===== config.mk =====
export PLATFORM = sky130hd
export DESIGN_NAME = arb_merge2_1_flat
export DESIGN_NICKNAME = d
export VERILOG_FILES = /design/src/rtl/arb_merge2_1_pkg.sv /design/src/rtl/arb_merge2_1_if.sv /design/src/rtl/arb_merge2_1_fifo_buf2.sv /design/src/rtl/arb_merge2_1.sv /design/src/flat_wrapper.sv
export SDC_FILE = /design/constraint.sdc
export NUM_CORES = 1
export LEC_CHECK = 0
export ABC_AREA = 1
export BUFFER_PORTS_ARGS = -buffer_cell sky130_fd_sc_hd__buf_2
export CORE_UTILIZATION = 51
export DETAILED_ROUTE_END_ITERATION = 12
export PLACE_DENSITY = 0.82
export SLEW_MARGIN = 20
export SYNTH_ARGS = -nofsm -noshare
export SYNTH_HDL_FRONTEND = slang
export SYNTH_SLANG_ARGS = --single-unit

===== constraint.sdc =====
create_clock -name clk -period 4.7 [get_ports clk]
set_clock_uncertainty 0.05 [all_clocks]
set_input_delay 1.41 -clock clk [delete_from_list [all_inputs] [get_ports clk]]
set_output_delay 1.41 -clock clk [all_outputs]
set_load 0.05 [all_outputs]

===== src/rtl/arb_merge2_1_pkg.sv =====
// Shared definitions for the arb_merge2_1 merge stage and its output buffer.
package arb_merge2_1_pkg;

  typedef logic [0:0] state_t;

  localparam logic [0:0] IDLE = 1'b0;
  localparam logic [0:0] LOCK = 1'b1;

  localparam int unsigned BUF_DEPTH = 2;

  // Buffer entry layout: {src, last, data}
  function automatic int unsigned entry_width(input int unsigned data_width);
    return data_width + 2;
  endfunction

endpackage


===== src/rtl/arb_merge2_1_if.sv =====
// Two-source / one-sink handshake bundle for the 2:1 merge stage.
interface arb_merge2_1_if #(
  parameter int unsigned DATA_WIDTH = 32
);
  logic                    i_en;
  logic [1:0]              i_valid;
  logic [2*DATA_WIDTH-1:0] i_data_bus;
  logic [1:0]              i_last;
  logic [1:0]              o_ready;
  logic                    o_valid;
  logic [DATA_WIDTH-1:0]   o_data_bus;
  logic                    o_src;
  logic                    o_last;
  logic                    i_ready;

  modport master (
    output i_en, i_valid, i_data_bus, i_last, i_ready,
    input  o_ready, o_valid, o_data_bus, o_src, o_last
  );

  modport slave (
    input  i_en, i_valid, i_data_bus, i_last, i_ready,
    output o_ready, o_valid, o_data_bus, o_src, o_last
  );
endinterface


===== src/rtl/arb_merge2_1_fifo_buf2.sv =====
// 2-entry registered FIFO; head reads as zero while empty.
module fifo_buf2
  import arb_merge2_1_pkg::*;
#(
  parameter int unsigned WIDTH = 34
) (
  input  logic             clk,
  input  logic             rst_n,
  input  logic             i_push,
  input  logic [WIDTH-1:0] i_din,
  input  logic             i_pop,
  output logic [1:0]       o_count,
  output logic             o_valid,
  output logic [WIDTH-1:0] o_head
);
  logic [WIDTH-1:0] r_mem [BUF_DEPTH];
  logic             r_wptr;
  logic             r_rptr;
  logic [1:0]       r_count;
  logic             w_push;
  logic             w_pop;

  assign w_push = i_push & (r_count < 2'(BUF_DEPTH));
  assign w_pop  = i_pop & (r_count != 2'd0);

  always_ff @(posedge clk) begin
    if (w_push) r_mem[r_wptr] <= i_din;
  end

  always_ff @(posedge clk) begin
    if (!rst_n) begin
      r_wptr  <= 1'b0;
      r_rptr  <= 1'b0;
      r_count <= '0;
    end else begin
      if (w_push) r_wptr <= ~r_wptr;
      if (w_pop)  r_rptr <= ~r_rptr;
      case ({w_push, w_pop})
        2'b10:   r_count <= r_count + 2'd1;
        2'b01:   r_count <= r_count - 2'd1;
        default: r_count <= r_count;
      endcase
    end
  end

  assign o_count = r_count;
  assign o_valid = (r_count != 2'd0);
  assign o_head  = o_valid ? r_mem[r_rptr] : '0;
endmodule


===== src/rtl/arb_merge2_1.sv =====
// Packet-aware round-robin 2:1 merge with a registered 2-entry output buffer.
module arb_merge2_1
  import arb_merge2_1_pkg::*;
#(
  parameter int unsigned DATA_WIDTH = 32
) (
  input  logic           clk,
  input  logic           rst_n,
  arb_merge2_1_if.slave  bus
);
  localparam int unsigned EW = entry_width(DATA_WIDTH);

  state_t                r_state;
  logic                  r_rr_ptr;
  logic                  r_lock_src;

  logic [1:0]            w_count;
  logic                  w_space;
  logic                  w_fifo_valid;
  logic [EW-1:0]         w_head;
  logic [EW-1:0]         w_entry;
  logic [1:0]            w_gnt;
  logic [1:0]            w_ready;
  logic [1:0]            w_acc;
  logic                  w_acc_any;
  logic                  w_acc_ch;
  logic                  w_acc_last;
  logic [DATA_WIDTH-1:0] w_acc_data;
  logic                  w_pop;

  always_comb begin
    w_gnt = '0;
    if (r_state == LOCK) begin
      w_gnt = r_lock_src ? 2'b10 : 2'b01;
    end else begin
      case (bus.i_valid)
        2'b01:   w_gnt = 2'b01;
        2'b10:   w_gnt = 2'b10;
        2'b11:   w_gnt = r_rr_ptr ? 2'b10 : 2'b01;
        default: w_gnt = 2'b00;
      endcase
    end
  end

  // Ready depends only on registered state, i_valid, i_en and rst_n; never on i_ready.
  assign w_space    = (w_count < 2'(BUF_DEPTH));
  assign w_ready    = w_gnt & {2{bus.i_en & w_space & rst_n}};
  assign w_acc      = bus.i_valid & w_ready;
  assign w_acc_any  = |w_acc;
  assign w_acc_ch   = w_acc[1];
  assign w_acc_last = bus.i_last[w_acc_ch];
  assign w_acc_data = w_acc_ch ? bus.i_data_bus[DATA_WIDTH +: DATA_WIDTH]
                               : bus.i_data_bus[DATA_WIDTH-1:0];
  assign w_entry    = {w_acc_ch, w_acc_last, w_acc_data};
  assign w_pop      = w_fifo_valid & bus.i_ready;

  fifo_buf2 #(.WIDTH(EW)) u_buf (
    .clk     (clk),
    .rst_n   (rst_n),
    .i_push  (w_acc_any),
    .i_din   (w_entry),
    .i_pop   (w_pop),
    .o_count (w_count),
    .o_valid (w_fifo_valid),
    .o_head  (w_head)
  );

  always_ff @(posedge clk) begin
    if (!rst_n) begin
      r_state    <= IDLE;
      r_rr_ptr   <= 1'b0;
      r_lock_src <= 1'b0;
    end else if (w_acc_any) begin
      if (r_state == IDLE) begin
        if (w_acc_last) begin
          r_rr_ptr <= ~w_acc_ch;
        end else begin
          r_state    <= LOCK;
          r_lock_src <= w_acc_ch;
        end
      end else if (w_acc_last) begin
        r_state  <= IDLE;
        r_rr_ptr <= ~r_lock_src;
      end
    end
  end

  assign bus.o_ready    = w_ready;
  assign bus.o_valid    = w_fifo_valid;
  assign bus.o_src      = w_head[EW-1];
  assign bus.o_last     = w_head[EW-2];
  assign bus.o_data_bus = w_head[DATA_WIDTH-1:0];
endmodule

===== src/flat_wrapper.sv =====
// flat-port wrapper written by rule: the top's interface ports become plain ports
module arb_merge2_1_flat import arb_merge2_1_pkg::*;
#(
  parameter int unsigned DATA_WIDTH = 32
)
  (clk, rst_n, bus_i_en, bus_i_valid, bus_i_data_bus, bus_i_last, bus_i_ready, bus_o_ready, bus_o_valid, bus_o_data_bus, bus_o_src, bus_o_last);
  arb_merge2_1_if #(.DATA_WIDTH(DATA_WIDTH)) bus_i ();
  input  logic clk;
  input  logic rst_n;
  input wire logic [$bits(bus_i.i_en)-1:0] bus_i_en;
  input wire logic [$bits(bus_i.i_valid)-1:0] bus_i_valid;
  input wire logic [$bits(bus_i.i_data_bus)-1:0] bus_i_data_bus;
  input wire logic [$bits(bus_i.i_last)-1:0] bus_i_last;
  input wire logic [$bits(bus_i.i_ready)-1:0] bus_i_ready;
  output wire logic [$bits(bus_i.o_ready)-1:0] bus_o_ready;
  output wire logic [$bits(bus_i.o_valid)-1:0] bus_o_valid;
  output wire logic [$bits(bus_i.o_data_bus)-1:0] bus_o_data_bus;
  output wire logic [$bits(bus_i.o_src)-1:0] bus_o_src;
  output wire logic [$bits(bus_i.o_last)-1:0] bus_o_last;
  assign bus_i.i_en = bus_i_en;
  assign bus_i.i_valid = bus_i_valid;
  assign bus_i.i_data_bus = bus_i_data_bus;
  assign bus_i.i_last = bus_i_last;
  assign bus_i.i_ready = bus_i_ready;
  assign bus_o_ready = bus_i.o_ready;
  assign bus_o_valid = bus_i.o_valid;
  assign bus_o_data_bus = bus_i.o_data_bus;
  assign bus_o_src = bus_i.o_src;
  assign bus_o_last = bus_i.o_last;
  arb_merge2_1 #(.DATA_WIDTH(DATA_WIDTH)) u_core (.clk(clk), .rst_n(rst_n), .bus(bus_i));
endmodule

==> flow_metrics.tcl, run 1 <==
set metrics [dict create \
    period_minus_slack_ns 3.625 \
    grt_max_degree 39 \
    cp.arrival_ns 2.16 \
    ys_top_cells_by_count "nand2_1, edfxtp_1, a21oi_1" \
    worstSetupPathType "in -> out" \
    ys.flop_type "edfxtp_1" \
    clock.fmax_ghz 0.2759 \
    seq_power_share_pct 47.6 \
    cts_resized 0 \
    die_h_um 83.50 \
    synth_top_area_cell "edfxtp_1" \
    fin_crit_sh_pct 77.13 \
    slowest_delay_ns 0.25 \
    drv_cap 0 \
    nNetsFinal 535 \
    dr.first_iter.drc_count 147 \
    ys_async_sr_fraction_pct 0 \
    post_drt_via_cell_ratio 4.960 \
    crit_top_cell "buf_2" \
    synth_area_leaders "edfxtp_1, nand2_1, a21oi_1" \
    cts_root_buffer "clkbuf_8" \
    cp_max_fo 8 \
    comb_power_share_pct 23.4 \
    clockBufferDepth 2 \
    hold_slack_ns 0.4038 \
    worstPathCellList "buf_2 -> nand3_2 -> nor2_4 -> nand2_1 -> inv_1 -> buf_2" \
    r2r_cells 7 \
    grt_pass1_wl_um 11290 \
    cp-start-kind "primary input" \
    pwr-share-clk_pct 29.1 \
    ys_seq_area_share_pct 65.02 \
    synth_edf_count 68 \
    clock_latency_ns 0.33 \
    fin_util_pct 65.24 \
    powerDensity_mw_per_mm2 388.9 \
    start_util_pct 53.04 \
    slew_viol_final 0 \
    gp_congestion 0.7418 \
    ios 109 \
    antennaDiodeCount 0 \
    core_area_sq_mm 0.006386 \
    ir_drop_v 0.0002114 \
    cts.sinks 76 \
    setup_violations 0 \
    multi_input_area_sq_mm 0.001046 \
    power.internal_w 0.001096 \
    switchingPower_w 0.0005238 \
    syn_inst 357 \
    hold_buffers 0 \
    placementRows 29 \
    slew-limit-headroom_pct 34.11 \
    io_buffers 108 \
    clk_pin_slew_worst_paths_ns 0.07 \
    synth_top_cell_area_share_pct 60.29 \
    seq_area_sq_mm 0.002202 \
    slowest_stage "buf_2" \
    nFillCells 544 \
    end_kind "output pin" \
    ys_types 21 \
    num_vias 2698 \
    h-tree-depth 3 \
    area_growth_pct 23.01 \
    drt-total-wl_um 7010 \
    track_usage_pct 20.83 \
    gr-total-overflow 0 \
    fin_setup_tns_ns 0 \
    avgSynthCellArea_sq_um 9.487 \
    ys_warn_count 0 \
    yosysMostFrequentCell "nand2_1" \
    drive_gt1_share_pct 29.34 \
    p_leak_nw 1.940 \
    postRouteAntennaNets 0 \
    cp.required_ns 3.24 \
    finalHoldViolCount 0 \
    dieArea_sq_mm 0.006971 \
    die_x_um 83.50 \
    wl_per_cell_um 12.89 \
    status "finished, final reports clean" \
    antenna_found_initial 0 \
    switching_share_pct 32.33 \
    rsz0062_at_grt "no" \
    cts_buffers 9 \
    grt_pass1_vias 2605 \
    cts_tree "yes" \
    postCtsSetupBuffers 0 \
    whs_path_depth 1 \
    route.detailed.drc 0 \
    ys_seq_elements 76 \
    min_path_type "reg -> reg" \
    postSynthNetCount 430 \
    firstDrtPassIters 5 \
    netlist_area_sq_mm 0.003387 \
    tightest_slew_ns 0.9823 \
    hpwl_um 4608 \
]
==> cell usage in the layout (no fill, tap or decap), types with 4 or more instances in the layout <==
cell type / synthesis / layout
buf_2: 3 / 108
inv_1: 14 / 14
clkbuf_8: 0 / 9
dfxtp_1: 8 / 8
nor2_1: 7 / 5
nand2_1: 181 / 181
clkinv_2: 0 / 4
o21ai_0: 4 / 4
edfxtp_1: 68 / 68
a21oi_1: 40 / 40
==> state kept, by name, summed over array words and instances (netlist names), named ones only <==
register / count
u_core.u_buf.r_rptr: 1
u_core.r_lock_src: 1
u_core.u_buf.r_mem: 68
u_core.u_buf.r_wptr: 1
u_core.u_buf.o_count: 2
u_core.r_rr_ptr: 1
u_core.r_state: 1
==> per-layer routing <==
metal / up-vias / wire length (um) / track usage (%)
met2: 93 / 3627 / 37.56
met1: 1210 / 2847 / 23.73
met5: - / 0 / 0
met4: 0 / 61 / 10.02
met3: 8 / 473 / 4.055
li1: 1387 / - / -
==> worst max-delay path: cells and delay by family <==
family	cells	cell delay [ns]
buf+inv	3	0.45
simple gates	3	0.31
==> through the flow <==
stage	power, W	cells	setup WS, ns	area (sq um)
after global placement	0.001160	528	1.101	3975
after CTS	0.001630	544	1.075	4167
after detailed placement	0.001165	528	1.079	3975
after floorplan	0.001059	357	0.7965	3387
after global routing	0.001681	544	0.9270	4167
final	0.001620	544	1.075	4167
==> worst paths after layout <==
| path | startpoint | endpoint | slack, ns |
|---|---|---|---|
| max | rst_n | bus_o_ready[1] | 1.08 |
| min | u_core.u_buf.r_rptr | register | 0.40 |
| max reg2reg | u_core.u_buf.o_count[1] | u_core.u_buf.r_mem[1][15] | 2.51 |
| min reg2reg | u_core.u_buf.r_rptr | register | 0.40 |
==> final cells by class <==
type	instances	area share, %
clock buffer	9	2.973
clock inverter	7	1.622
inverter	18	1.622
multi-input combinational	246	25.11
sequential	76	52.85
tap	77	2.312
timing repair buffer	111	13.51
==> cell families after synthesis <==
| logic type | count (synthesis) | synth area share (%) |
|---|---|---|
| and+or+nand+nor | 199 | 23.27 |
| DFF | 76 | 65.02 |
| AOI/OAI and AO/OA | 46 | 6.797 |
| buffers and inverters | 35 | 4.544 |
| adders and majority gates | 1 | 0.3694 |
==> power by group through the flow <==
stage	sequential (W)	clock (W)	combinational, W
after CTS	0.000771	0.000479	0.000381
after floorplan	0.000783	0	0.000276
final	0.000771	0.000471	0.000379
after global routing	0.000773	0.000499	0.000409
after global placement	0.000785	0	0.000375
after detailed placement	0.000786	0	0.000380
Note: power is estimated with default switching activity, not from simulation.
==> run 2: changes to the inputs <==
--- a/config.mk
+++ b/config.mk
@@ -5,11 +5,11 @@
 export SDC_FILE = /design/constraint.sdc
 export NUM_CORES = 1
 export LEC_CHECK = 0
-export ABC_AREA = 1
+export ABC_AREA = 0
 export BUFFER_PORTS_ARGS = -buffer_cell sky130_fd_sc_hd__buf_2
-export CORE_UTILIZATION = 51
+export CORE_UTILIZATION = 46
 export DETAILED_ROUTE_END_ITERATION = 12
-export PLACE_DENSITY = 0.82
+export PLACE_DENSITY = 0.78
 export SLEW_MARGIN = 20
 export SYNTH_ARGS = -nofsm -noshare
 export SYNTH_HDL_FRONTEND = slang
==> constraint.sdc (replaced) <==
create_clock -name clk -period 3.2 [get_ports clk]
set_clock_uncertainty 0.05 [all_clocks]
set_input_delay 0.96 -clock clk [delete_from_list [all_inputs] [get_ports clk]]
set_output_delay 0.96 -clock clk [all_outputs]
set_load 0.05 [all_outputs]
==> run 2 against run 1 <==
Against the previous run: sequential share of layout area fell by 2.1 points; largest power group is now combinational logic; first-iteration DRC count fell by 22%; utilization fell by 5.4 points; critical path depth fell by 2; sequential cell count did not move; non-clock buffer count rose by 3; combinational power rose to 3.5 times the previous value; largest cell class unchanged; critical path type is now reg -> out; hold slack improved by 0.075 ns; synthesized area rose by 1.6%; wire length rose by 3.3%.
==> flow_metrics.tcl, run 2 <==
set metrics [dict create \
    power_w 0.003320 \
    postSynthNetCount 377 \
    ios 109 \
    synth_top_area_cell "edfxtp_1" \
    cts_buffers 9 \
    area_growth_pct 26.19 \
    synth_area_leaders "edfxtp_1, nand2_1, mux2i_1" \
    die_h_um 88.47 \
    drive_gt1_share_pct 33.17 \
    synth_compound_area_share_pct 2.910 \
    hpwl_um 4836 \
    clock.fmax_ghz 0.3558 \
    postRouteAntennaNets 0 \
    ys.flop_type "edfxtp_1" \
    end_kind "output pin" \
    drt-total-wl_um 7240 \
    wl_per_cell_um 13.98 \
    die_x_um 88.47 \
    placementRows 31 \
    ys_top_cells_by_count "nand2_1, edfxtp_1, nor2_1" \
    synth_top_family_by_area "simple AND/OR/NAND/NOR gates" \
    worstSetupPathType "reg -> out" \
    grt_max_degree 36 \
    cts_root_buffer "clkbuf_8" \
    grt_pass1_vias 2360 \
    finalHoldViolCount 0 \
    ys_seq_elements 76 \
    gp_congestion 0.7683 \
    powerDensity_mw_per_mm2 765.0 \
    final-instance-count-excl-fill 518 \
    fin_setup_tns_ns 0 \
    design_area_sq_mm 0.004340 \
    ys_seq_area_share_pct 64.02 \
    io_buffers 108 \
    track_usage_pct 18.68 \
    synthXorXnorAreaFrac_pct 1.019 \
    drv_cap 0 \
    slew-limit-headroom_pct 57.09 \
    h-tree-depth 3 \
    synthAdderAreaFrac_pct 0.3638 \
    route.detailed.drc 0 \
    largest_reg_flops 68 \
    ys_types 30 \
    ys_warn_count 0 \
    final_cell_mix "buf_2, nand2_1, edfxtp_1" \
    cp.arrival_ns 1.80 \
    dp.cells 502 \
    avgSynthCellArea_sq_um 11.31 \
    firstDrtPassIters 4 \
    grt_pass1_wl_um 10700 \
    layout_commonest_cell "buf_2" \
    ir_drop_v 0.0005125 \
    muxShareOfSynthArea_pct 10.19 \
    netlist_area_sq_mm 0.003440 \
    clk_pin_slew_worst_paths_ns 0.07 \
    period_minus_slack_ns 2.811 \
    clock_latency_ns 0.33 \
    tightest_slew_ns 0.6422 \
    postPlaceCellArea_sq_mm 0.004125 \
    ys_async_sr_fraction_pct 0 \
    status "finished, final reports clean" \
    start_util_pct 47.42 \
    antennaDiodeCount 0 \
    min_path_type "reg -> reg" \
    syn_inst 304 \
    cp_max_fo 24 \
    postCtsSetupBuffers 0 \
    cp-start-kind "register" \
    clockBufferDepth 2 \
    synth_top_cell_area_share_pct 59.37 \
    antenna_found_initial 0 \
    core_area_sq_mm 0.007253 \
    cts_tree "yes" \
    synthSimpleGateAreaFrac_pct 17.82 \
    fin_crit_sh_pct 87.83 \
    p_leak_nw 1.841 \
    slew_viol_final 0 \
    dr.first_iter.drc_count 114 \
    yosysMostFrequentCell "nand2_1" \
    num_vias 2564 \
    hold_slack_ns 0.4789 \
    hold_buffers 0 \
    post_drt_via_cell_ratio 4.950 \
    rsz0062_at_grt "no" \
    nNetsFinal 487 \
    top_register "u_core.u_buf.r_mem" \
    gr-total-overflow 0 \
    synth_edf_count 68 \
    cp.required_ns 2.19 \
    cts.sinks 76 \
    setup_violations 0 \
    cts_resized 0 \
    dieArea_sq_mm 0.007827 \
]
## run 2: changes by cell type in the layout (fill, tap and decap cells not counted), moves of 4 or more
cell and change:
nand2_1 -82, a21oi_1 -35, mux2i_1 +35, nor2_1 +33, inv_1 -9, buf_12 +4
## run 2: layout make-up
type / count / area, sq um
flip-flops and latches: 76 / 2203
well taps: 99 / 123.9
clock buffers: 9 / 123.9
clock inverters: 7 / 91.34
multi-input cells: 205 / 1127
repair buffers: 114 / 635.6
fillers: 613 / 2913
inverters: 8 / 35.03
## run 2: report_power, final
part | switching, W | internal [W] | total (W)
clock network | 0.000343 | 0.000435 | 0.000778
registers | 0.0000583 | 0.00116 | 0.00122
logic | 0.000969 | 0.000359 | 0.00133
## run 2: routing by layer
layer / vias up / GRT usage [%] / wire length, um
met1: 1213 / 21.35 / 3069
met2: 84 / 33.57 / 3791
li1: 1259 / - / -
met5: - / 0 / 0
met4: 0 / 9.971 / 110
met3: 8 / 2.985 / 268
## run 2: path summary, 6_finish.rpt
check,start,end,slack (ns),depth (start not counted)
setup / recovery,u_core.u_buf.o_count[1],bus_o_data_bus[20],0.39,4
hold reg to reg,u_core.r_rr_ptr,u_core.r_rr_ptr,0.48,2
hold / removal,u_core.r_rr_ptr,u_core.r_rr_ptr,0.48,2
setup reg to reg,u_core.r_state,u_core.u_buf.r_mem[0][21],0.92,5
## run 2: cells by family (layout without fill, tap and decap cells)
group / count (synthesis) / in the layout
buf+inv: 23 / 138
flops: 76 / 76
compound gates: 15 / 15
fa+ha+maj: 1 / 1
simple gates: 150 / 150
mux: 35 / 35
xor+xnor: 4 / 4
## run 2: critical path: stages (launching register included)
cell and delay [ns]:
dfxtp_1 0.36, nor2_4 0.54, buf_4 0.29, nor2_1 0.06
buf_2 0.20
## run 2: through the flow
step	setup WS (ns)	util [%]
after floorplan	0.3284	-
after global placement	0.4211	56.87
after detailed placement	0.2939	56.87
after CTS	0.3524	59.84
after global routing	0.2304	59.84
final	0.3895	59.84
